<file path="src/rtl/pcap_pkg.sv">
// Shared types and constants for the pulse_capture block: entry layout,
// read-data bit positions and the read handshake state encoding.
package pcap_pkg;

  localparam int DEPTH_DEF  = 16;
  localparam int TS_W_DEF   = 24;
  localparam int TS_W_MAX   = 24;
  localparam int RD_W       = 32;
  localparam int RD_POL_BIT = 31;
  localparam int RD_TS_LSB  = 0;

  // Timestamp field is sized for the widest build; narrower builds zero-extend.
  typedef struct packed {
    logic                pol;
    logic [TS_W_MAX-1:0] ts;
  } pcap_entry_t;

  typedef enum logic {
    ST_IDLE = 1'b0,
    ST_ACK  = 1'b1
  } rd_state_e;

  function automatic logic [RD_W-1:0] pack_rd_data(input pcap_entry_t e);
    logic [RD_W-1:0] r;
    r = '0;
    r[RD_POL_BIT] = e.pol;
    r[RD_TS_LSB +: TS_W_MAX] = e.ts;
    return r;
  endfunction

endpackage

</file>
<file path="src/rtl/pcap_fifo.sv">
// Circular FIFO of captured edge entries with fill-level counter.
// The head entry is presented combinationally so a pop can load it directly.
module pcap_fifo
  import pcap_pkg::*;
#(
  parameter int DEPTH = DEPTH_DEF
) (
  input  logic                     i_clk,
  input  logic                     i_rst_n,
  input  logic                     i_clr,
  input  logic                     i_push,
  input  logic                     i_pop,
  input  pcap_entry_t              i_wdata,
  output pcap_entry_t              o_rdata,
  output logic                     o_full,
  output logic                     o_empty,
  output logic [$clog2(DEPTH):0]   o_count
);

  localparam int AW = $clog2(DEPTH);
  localparam int CW = AW + 1;

  pcap_entry_t   r_mem [DEPTH];
  logic [AW-1:0] r_wr_ptr;
  logic [AW-1:0] r_rd_ptr;
  logic [CW-1:0] r_count;

  // Storage is deliberately left out of reset.
  always_ff @(posedge i_clk) begin
    if (i_push) begin
      r_mem[r_wr_ptr] <= i_wdata;
    end
  end

  // Pointer width equals log2(DEPTH), so increments wrap modulo DEPTH.
  always_ff @(posedge i_clk or negedge i_rst_n) begin
    if (!i_rst_n) begin
      r_wr_ptr <= '0;
      r_rd_ptr <= '0;
      r_count  <= '0;
    end else if (i_clr) begin
      r_wr_ptr <= '0;
      r_rd_ptr <= '0;
      r_count  <= '0;
    end else begin
      if (i_push) begin
        r_wr_ptr <= r_wr_ptr + AW'(1);
      end
      if (i_pop) begin
        r_rd_ptr <= r_rd_ptr + AW'(1);
      end
      case ({i_push, i_pop})
        2'b10:   r_count <= r_count + CW'(1);
        2'b01:   r_count <= r_count - CW'(1);
        default: r_count <= r_count;
      endcase
    end
  end

  assign o_rdata = r_mem[r_rd_ptr];
  assign o_full  = (r_count == CW'(DEPTH));
  assign o_empty = (r_count == '0);
  assign o_count = r_count;

endmodule

</file>
<file path="src/rtl/pulse_capture.sv">
// Edge timestamp capture: detects edges of pulse_i while enabled, queues
// {polarity, timestamp} and serves them through a req/ack read port.
// Optional macro PCAP_SYNC_EN inserts a 2-flop synchronizer on pulse_i.
module pulse_capture
  import pcap_pkg::*;
#(
  parameter int DEPTH = DEPTH_DEF,
  parameter int TS_W  = TS_W_DEF
) (
  input  logic                    wb_clk_i,
  input  logic                    wb_rst_ni,
  input  logic                    pulse_i,
  input  logic                    en_i,
  input  logic                    clr_i,
  input  logic                    rd_req_i,
  output logic                    rd_ack_o,
  output logic [RD_W-1:0]         rd_data_o,
  output logic [$clog2(DEPTH):0]  count_o,
  output logic                    empty_o,
  output logic                    ovf_o
);

  logic w_pulse;

`ifdef PCAP_SYNC_EN
  logic r_sync1;
  logic r_sync2;

  always_ff @(posedge wb_clk_i or negedge wb_rst_ni) begin
    if (!wb_rst_ni) begin
      r_sync1 <= 1'b0;
      r_sync2 <= 1'b0;
    end else begin
      r_sync1 <= pulse_i;
      r_sync2 <= r_sync1;
    end
  end

  assign w_pulse = r_sync2;
`else
  assign w_pulse = pulse_i;
`endif

  logic [TS_W-1:0] r_ts;
  logic            r_prev;
  logic            r_ovf;
  logic [RD_W-1:0] r_rd_data;
  rd_state_e       r_state;
  rd_state_e       w_state_next;

  logic            w_edge;
  logic            w_pop;
  logic            w_push;
  logic            w_drop;
  logic            w_fifo_full;
  logic            w_fifo_empty;
  pcap_entry_t     w_entry;
  pcap_entry_t     w_fifo_rdata;

  // Clear wins over everything, so it masks both the edge and the pop.
  assign w_edge = en_i & (w_pulse ^ r_prev) & ~clr_i;
  assign w_pop  = (r_state == ST_IDLE) & rd_req_i & ~w_fifo_empty & ~clr_i;
  assign w_push = w_edge & (~w_fifo_full | w_pop);
  assign w_drop = w_edge & w_fifo_full & ~w_pop;

  always_comb begin
    w_entry     = '0;
    w_entry.pol = w_pulse;
    w_entry.ts  = TS_W_MAX'(r_ts);
  end

  pcap_fifo #(
    .DEPTH (DEPTH)
  ) u_fifo (
    .i_clk   (wb_clk_i),
    .i_rst_n (wb_rst_ni),
    .i_clr   (clr_i),
    .i_push  (w_push),
    .i_pop   (w_pop),
    .i_wdata (w_entry),
    .o_rdata (w_fifo_rdata),
    .o_full  (w_fifo_full),
    .o_empty (w_fifo_empty),
    .o_count (count_o)
  );

  // The previous sample tracks pulse_i even while disabled, so enabling
  // during a high level does not look like a rising edge.
  always_ff @(posedge wb_clk_i or negedge wb_rst_ni) begin
    if (!wb_rst_ni) begin
      r_prev <= 1'b0;
      r_ts   <= '0;
      r_ovf  <= 1'b0;
    end else begin
      r_prev <= w_pulse;
      if (clr_i) begin
        r_ts  <= '0;
        r_ovf <= 1'b0;
      end else begin
        if (en_i) begin
          r_ts <= r_ts + TS_W'(1);
        end
        if (w_drop) begin
          r_ovf <= 1'b1;
        end
      end
    end
  end

  always_ff @(posedge wb_clk_i or negedge wb_rst_ni) begin
    if (!wb_rst_ni) begin
      r_state   <= ST_IDLE;
      r_rd_data <= '0;
    end else begin
      r_state <= w_state_next;
      if (w_pop) begin
        r_rd_data <= pack_rd_data(w_fifo_rdata);
      end
    end
  end

  // ACK always lasts one cycle, so a held request pops at most every other cycle.
  always_comb begin
    w_state_next = r_state;
    rd_ack_o     = 1'b0;
    case (r_state)
      ST_IDLE: begin
        if (w_pop) begin
          w_state_next = ST_ACK;
        end
      end
      ST_ACK: begin
        rd_ack_o     = 1'b1;
        w_state_next = ST_IDLE;
      end
      default: w_state_next = ST_IDLE;
    endcase
    if (clr_i) begin
      w_state_next = ST_IDLE;
    end
  end

  assign rd_data_o = r_rd_data;
  assign empty_o   = w_fifo_empty;
  assign ovf_o     = r_ovf;

endmodule

</file>
<file path="config.mk">
export PLATFORM = sky130hd
export DESIGN_NAME = pulse_capture
export DESIGN_NICKNAME = d
export VERILOG_FILES = /design/src/rtl/pcap_pkg.sv /design/src/rtl/pcap_fifo.sv /design/src/rtl/pulse_capture.sv
export SDC_FILE = /design/constraint.sdc
export NUM_CORES = 1
export LEC_CHECK = 0
export CAP_MARGIN = 30
export CORE_ASPECT_RATIO = 0.5
export CORE_MARGIN = 5
export CORE_UTILIZATION = 45
export DETAILED_ROUTE_END_ITERATION = 12
export PLACE_DENSITY_LB_ADDON = 0.15
export SYNTH_ARGS = -nofsm -noshare
export SYNTH_HDL_FRONTEND = slang
export SYNTH_SLANG_ARGS = --single-unit
</file>
<file path="constraint.sdc">
create_clock -name wb_clk_i -period 4.25 [get_ports wb_clk_i]
set_input_delay 0.6375 -clock wb_clk_i [delete_from_list [all_inputs] [get_ports wb_clk_i]]
set_output_delay 0.6375 -clock wb_clk_i [all_outputs]
set_load 0.02 [all_outputs]
</file>
# After elaboration in Yosys (flattened, before gate mapping)
# Memory sizes are Yosys's and may differ from the RTL's. A register that Yosys moved wholly into a read port is not among the register bits.
# Cells that the tools add are included.
# classes
n_eq_ne	3
n_reduce_logical	7
bitwise	15
n_mux	16
n_addsub	5
# ops
operator	n
two-way mux 24 bit	2
adder 24 x 1 -> 24 bit, second input constant	1
two-way mux 4 bit	4
one-hot mux 5 bit (2 select lines)	1
adder 4 x 1 -> 4 bit, second input constant	2
AND 1 bit	8
nonzero test 2 bit	4
two-way mux 1 bit	7
adder 5 x 1 -> 5 bit, second input constant	1
== test 5 bit, second input constant	1
logical NOT 5 bit	1
two-way mux 5 bit	1
NOT 1 bit	5
subtractor 5 x 1 -> 5 bit, second input constant	1
nonzero test 3 bit	1
== test 2 x 1 -> 1 bit, second input constant	1
== test 2 bit, second input constant	1
one-hot mux 1 bit (2 select lines)	1
logical NOT 1 bit	1
bitwise OR 1 bit	1
XOR 1 bit	1
# totals
inputBits	6
output_inout_bits	40
ram_bits	400
elab_cells	54
register_bits	40
memories	1
# memory_table
memory	words	width	read_ports	rd_ports_with_merged_regs	write_ports	line_no	text
u_fifo.r_mem	16	25	1	1	1	pcap_fifo.sv:23	pcap_entry_t r_mem [DEPTH];

# Logic depth before layout (Yosys ltp)
# depth
ltp_word	9
mapped_depth	14
mapped_depth_nobuf	12

# Modules after synthesis
# From an unflattened synthesis, not the netlist that was laid out.
# unflattened
hier_cells	917
hier_area_um2	18529.0
# by_module_without_submodules
module	cells_each	n_inst	seq_area_each_um2	area_each_um2
pcap_fifo	716	1	12336.8	16193.0
pulse_capture	201	1	1301.2	2336.0

# Least setup slack after synthesis
# OpenSTA, ideal clock, no wires.
# synth_timing
kind	input to register
startpoint	input port clr_i
endpoint	memory u_fifo.r_mem[7][0] (netlist bit) (enable)
path_buffers	1
path_stages	5
setup_ns	0.438
t_arrival_ns	3.333
required_ns	3.812
setup_slack_ns	0.479
cell_sequence	clkbuf_2 > nand2b_1 > a311oi_2 > nand2_1 > nor3_1
# synth_via
elab_chain_cells	6
word_cells_on_any_way	7
classes_between	mux: 2; bitwise: 5
# synth_lines
item	line_no	text
start, declared	pulse_capture.sv:14	input logic clr_i,
NOT 1 bit *	pulse_capture.sv:61, pulse_capture.sv:62	
AND 1 bit	pulse_capture.sv:62	assign w_pop = (r_state == ST_IDLE) & rd_req_i & ~w_fifo_empty & ~clr_i;
bitwise OR 1 bit	pulse_capture.sv:63	assign w_push = w_edge & (~w_fifo_full | w_pop);
AND 1 bit *	pulse_capture.sv:63	
two-way mux 1 bit *	pcap_fifo.sv:30	if (i_push) begin
two-way mux 1 bit (not written as such) *	pcap_fifo.sv:31	r_mem[r_wr_ptr] <= i_wdata;
end, declared	pcap_fifo.sv:23	
# Mark *: on every way between the ends. The rest lies on a longest branch, timed or not.

# Worst setup path in the final report
# layout_timing
startpoint	register u_fifo.r_count[1] (netlist: u_fifo.o_count[1])
endpoint	register u_fifo.r_count[4] (netlist: u_fifo.o_count[4])
# layout_via
elab_chain_cells	9
word_cells_on_any_way	15
classes_between	add/sub: 2; eq/ne: 3; mux: 2; bitwise: 6; reduce/logical: 2
# layout_lines
item	line_no	text
start, declared	pcap_fifo.sv:26	logic [CW-1:0] r_count;
start signal, assigned	pcap_fifo.sv:53	2'b10: r_count <= r_count + CW'(1);
start signal, assigned	pcap_fifo.sv:54	2'b01: r_count <= r_count - CW'(1);
start signal, assigned	pcap_fifo.sv:55	default: r_count <= r_count;
logical NOT 5 bit	pcap_fifo.sv:62	assign o_empty = (r_count == '0);
NOT 1 bit	pulse_capture.sv:62	
AND 1 bit (2 in series)	pulse_capture.sv:62	
bitwise OR 1 bit	pulse_capture.sv:63	
AND 1 bit	pulse_capture.sv:63	
== test 2 x 1 -> 1 bit or == test 2 bit (tied branches)	pcap_fifo.sv:52	case ({i_push, i_pop})
one-hot mux 5 bit (2 select lines)	pcap_fifo.sv:52	
two-way mux 5 bit	pcap_fifo.sv:41	end else if (i_clr) begin
# Parallel ways exist; a longest one is shown, timed or not.
# A chain may end at the register's enable or synchronous reset.

==> impl_metrics.json <==
{
  "place_ws_ps": 796,
  "status": "completed",
  "drv_cap": 0,
  "whs_ps": 472,
  "synth_edf_count": 400,
  "grt-ovfl-total": 0,
  "required_ps": 4710,
  "synth_flop_cell": "edfxtp_1",
  "rsz0062_at_grt": "false",
  "drt-total-wl_mm": 39.4,
  "slew_violations": 0,
  "synth_top_family_by_area": "multiplexers",
  "gp_congestion": 0.735,
  "fin_ws_ps": 1250,
  "synth_warnings": 0,
  "worstSetupPathType": "reg2reg",
  "ant_nets": 0,
  "synth_top_area_share_pct": 65.6,
  "peakVddDrop_mv": 0.313,
  "cts_tree": "done",
  "postCtsSetupBuffers": 0,
  "dp_hpwl_mm": 22.4,
  "ys_seq_elements": 465,
  "endpoint_kind": "flop",
  "power.density_mw_per_mm2": 505,
  "skew_ps": 17.9,
  "timing.final.crit_share_pct": 70.5,
  "wl_per_cell_um": 25.3,
  "vias": 8818,
  "die-height_um": 153,
  "final.setup.tns_ps": 0,
  "hold_path_class": "in2reg",
  "final_cell_mix": "edfxtp_1 (400), mux4_2 (100), dfrtp_1 (62), mux2i_1 (51), clkbuf_16 (43)",
  "grt_usage_pct": 17.8,
  "drt-initial-drc-count": 963,
  "clk_pin_slew_ps": 60,
  "netlist_area_mm2": 0.0183,
  "vias_per_cell": 5.66,
  "htreeDepth": 2,
  "initial_core_util_pct": 45.4,
  "timing.rr.start": "u_fifo.o_count[1]",
  "remaining_drc_errors": 0,
  "fin_crit_ps": 3000,
  "synth_area_leader_cell": "edfxtp_1",
  "synth_xor_xnor_area_share_pct": 1.48,
  "clk_latency_ps": 550,
  "cts_made_buffers": 42,
  "grt_antenna_before_repair": 0,
  "drive_above_1_share_pct": 22.0,
  "yosys.area_share.simple_pct": 4.05,
  "worstRegToRegCells": 12,
  "cp_max_fo": 6,
  "slew_headroom_pct": 34.3,
  "placementRows": 52,
  "cp-start-kind": "flop",
  "nNetsFinal": 1002,
  "cts_buffer_depth": 3,
  "numClockSinks": 465,
  "antenna_cells": 0,
  "synth_area_leaders": "edfxtp_1 (66%), mux4_2 (12%), dfrtp_1 (8.9%), mux2i_1 (2.8%), nor2_1 (0.92%)",
  "die_area_mm2": 0.0451,
  "fin_area_mm2": 0.0209,
  "first_pass_iters": 5,
  "holdPathStages": 3,
  "power.leakage_uw": 0.00696,
  "synth_compound_area_share_pct": 2.21,
  "rrSetupSlack_ps": 1250,
  "hold_path_end": "r_state",
  "fp.coreArea_mm2": 0.0403,
  "cts_root_buffer": "clkbuf_16",
  "yosys.cell_types.count": 51,
  "grt_pass1_vias": 9088,
  "syn-instance-count": 917,
  "hold_viol": 0,
  "mostFrequentLayoutCell": "edfxtp_1",
  "port_buffers": 38,
  "syn_to_final_growth_pct": 14.3,
  "io_pins": 46,
  "tightest_slew_ps": 985,
  "setup_viol": 0,
  "grt_max_degree": 53,
  "synth_seq_area_share_pct": 74.4,
  "fmax_mhz": 334,
  "synth.area.mux_share_pct": 15.3,
  "grt_pass1_wl_mm": 60.0,
  "arrival_ps": 3450,
  "avgSynthCellArea_um2": 20.0,
  "synth_adder_area_share_pct": 0.724,
  "worst_r2r_endpoint": "u_fifo.o_count[4]",
  "min-delay-start": "clr_i",
  "synthArstFlopShare_pct": 14.0,
  "placed_area_mm2": 0.0196,
  "dieWidth_um": 295
}
critical path, cell delays in order (launching register included):
cell and delay (ps):
dfrtp_1 460, nor4_4 530, a21oi_4 160, nand2b_1 170, inv_4 50, o21ai_0 150, inv_1 150, ha_1 340
nand2b_1 80, a21oi_1 110, and3_1 210, or3_1 340, a31oi_1 170
sequential cells by signal, indices dropped and copies added (netlist names):
| signal | cells |
|---|---|
| u_fifo.r_mem | 400 |
| rd_data_o | 25 |
| r_ts | 24 |
| u_fifo.o_count | 5 |
| u_fifo.r_rd_ptr | 4 |
| u_fifo.r_wr_ptr | 4 |
| ovf_o | 1 |
| r_prev | 1 |
| r_state | 1 |
final cells by class:
cell class / count / area [um2]
Clock buffer: 68 / 1210
Clock inverter: 9 / 95.1
Fill cell: 3187 / 19400
Inverter: 14 / 55.1
Multi-Input combinational cell: 393 / 4440
Sequential cell: 465 / 13600
Tap cell: 540 / 676
Timing Repair Buffer: 70 / 806
where the power goes:
| group | internal [uW] | switching, uW |
|---|---|---|
| Sequential | 5070 | 307 |
| Clock | 2070 | 1600 |
| Combinational | 779 | 740 |
| Total | 7920 | 2650 |
worst max-delay path by stage:
stage                                  from                  to  cells past startpoint
final                     u_fifo.o_count[1]   u_fifo.o_count[4]                     12
after global routing      u_fifo.o_count[0]   u_fifo.o_count[4]                     12
after CTS                 u_fifo.o_count[1]   u_fifo.o_count[3]                     12
after detailed placement           rd_req_i   u_fifo.o_count[4]                     12
after global placement             rd_req_i   u_fifo.o_count[4]                     12
after floorplan                       clr_i  u_fifo.r_mem[7][0]                      5
routing by layer:
layer,global-route usage (%),routed length [um]
met1,28.3,19100
met4,3.30,561
met5,0,0
met2,26.3,17600
met3,3.23,2100
what timing repair did:
| item | 4_1_cts | 5_1_grt |
|---|---|---|
| gates resized for setup | 0 | 0 |
| hold buffers | 1 | 0 |
| hold endpoints to repair | 13 | 0 |
stage by stage:
step	instances	total power, uW	utilization [%]
after floorplan	923	6390	-
after global placement	1479	7000	48.5
after detailed placement	1481	7020	48.6
after CTS	1559	10700	51.9
after global routing	1559	11000	51.9
final	1559	10600	51.9
cells in the mapped netlist (2+ instances only):
cell type    n
inv_1       13
buf_6        3
nand2b_1     5
o221ai_1    19
nor3_1       9
edfxtp_1   400
buf_1        7
and3_1       5
buf_4        8
o21ai_0      3
nand4_1     10
nor4_1       3
mux4_2     100
clkbuf_2     2
a21oi_1      6
nor2_1      45
dfrtp_1     65
mux2i_1     51
and4_1       3
nand2_1     36
nand3_1     10
nor2_2       2
xor2_1      16
xnor2_1     13
and2_1      10
ha_1         9
or3_1        3
o221ai_2     6
mux2_1       4
buf_2       17
clkbuf_1    14
logic make-up after synthesis:
| group | count (synthesis) |
|---|---|
| buf+inv | 65 |
| compound gates | 43 |
| other cells | 1 |
| xor+xnor | 30 |
| fa+ha+maj | 10 |
| simple gates | 148 |
| flops | 465 |
| mux | 155 |
No activity file was read; power rests on OpenSTA's default activity.
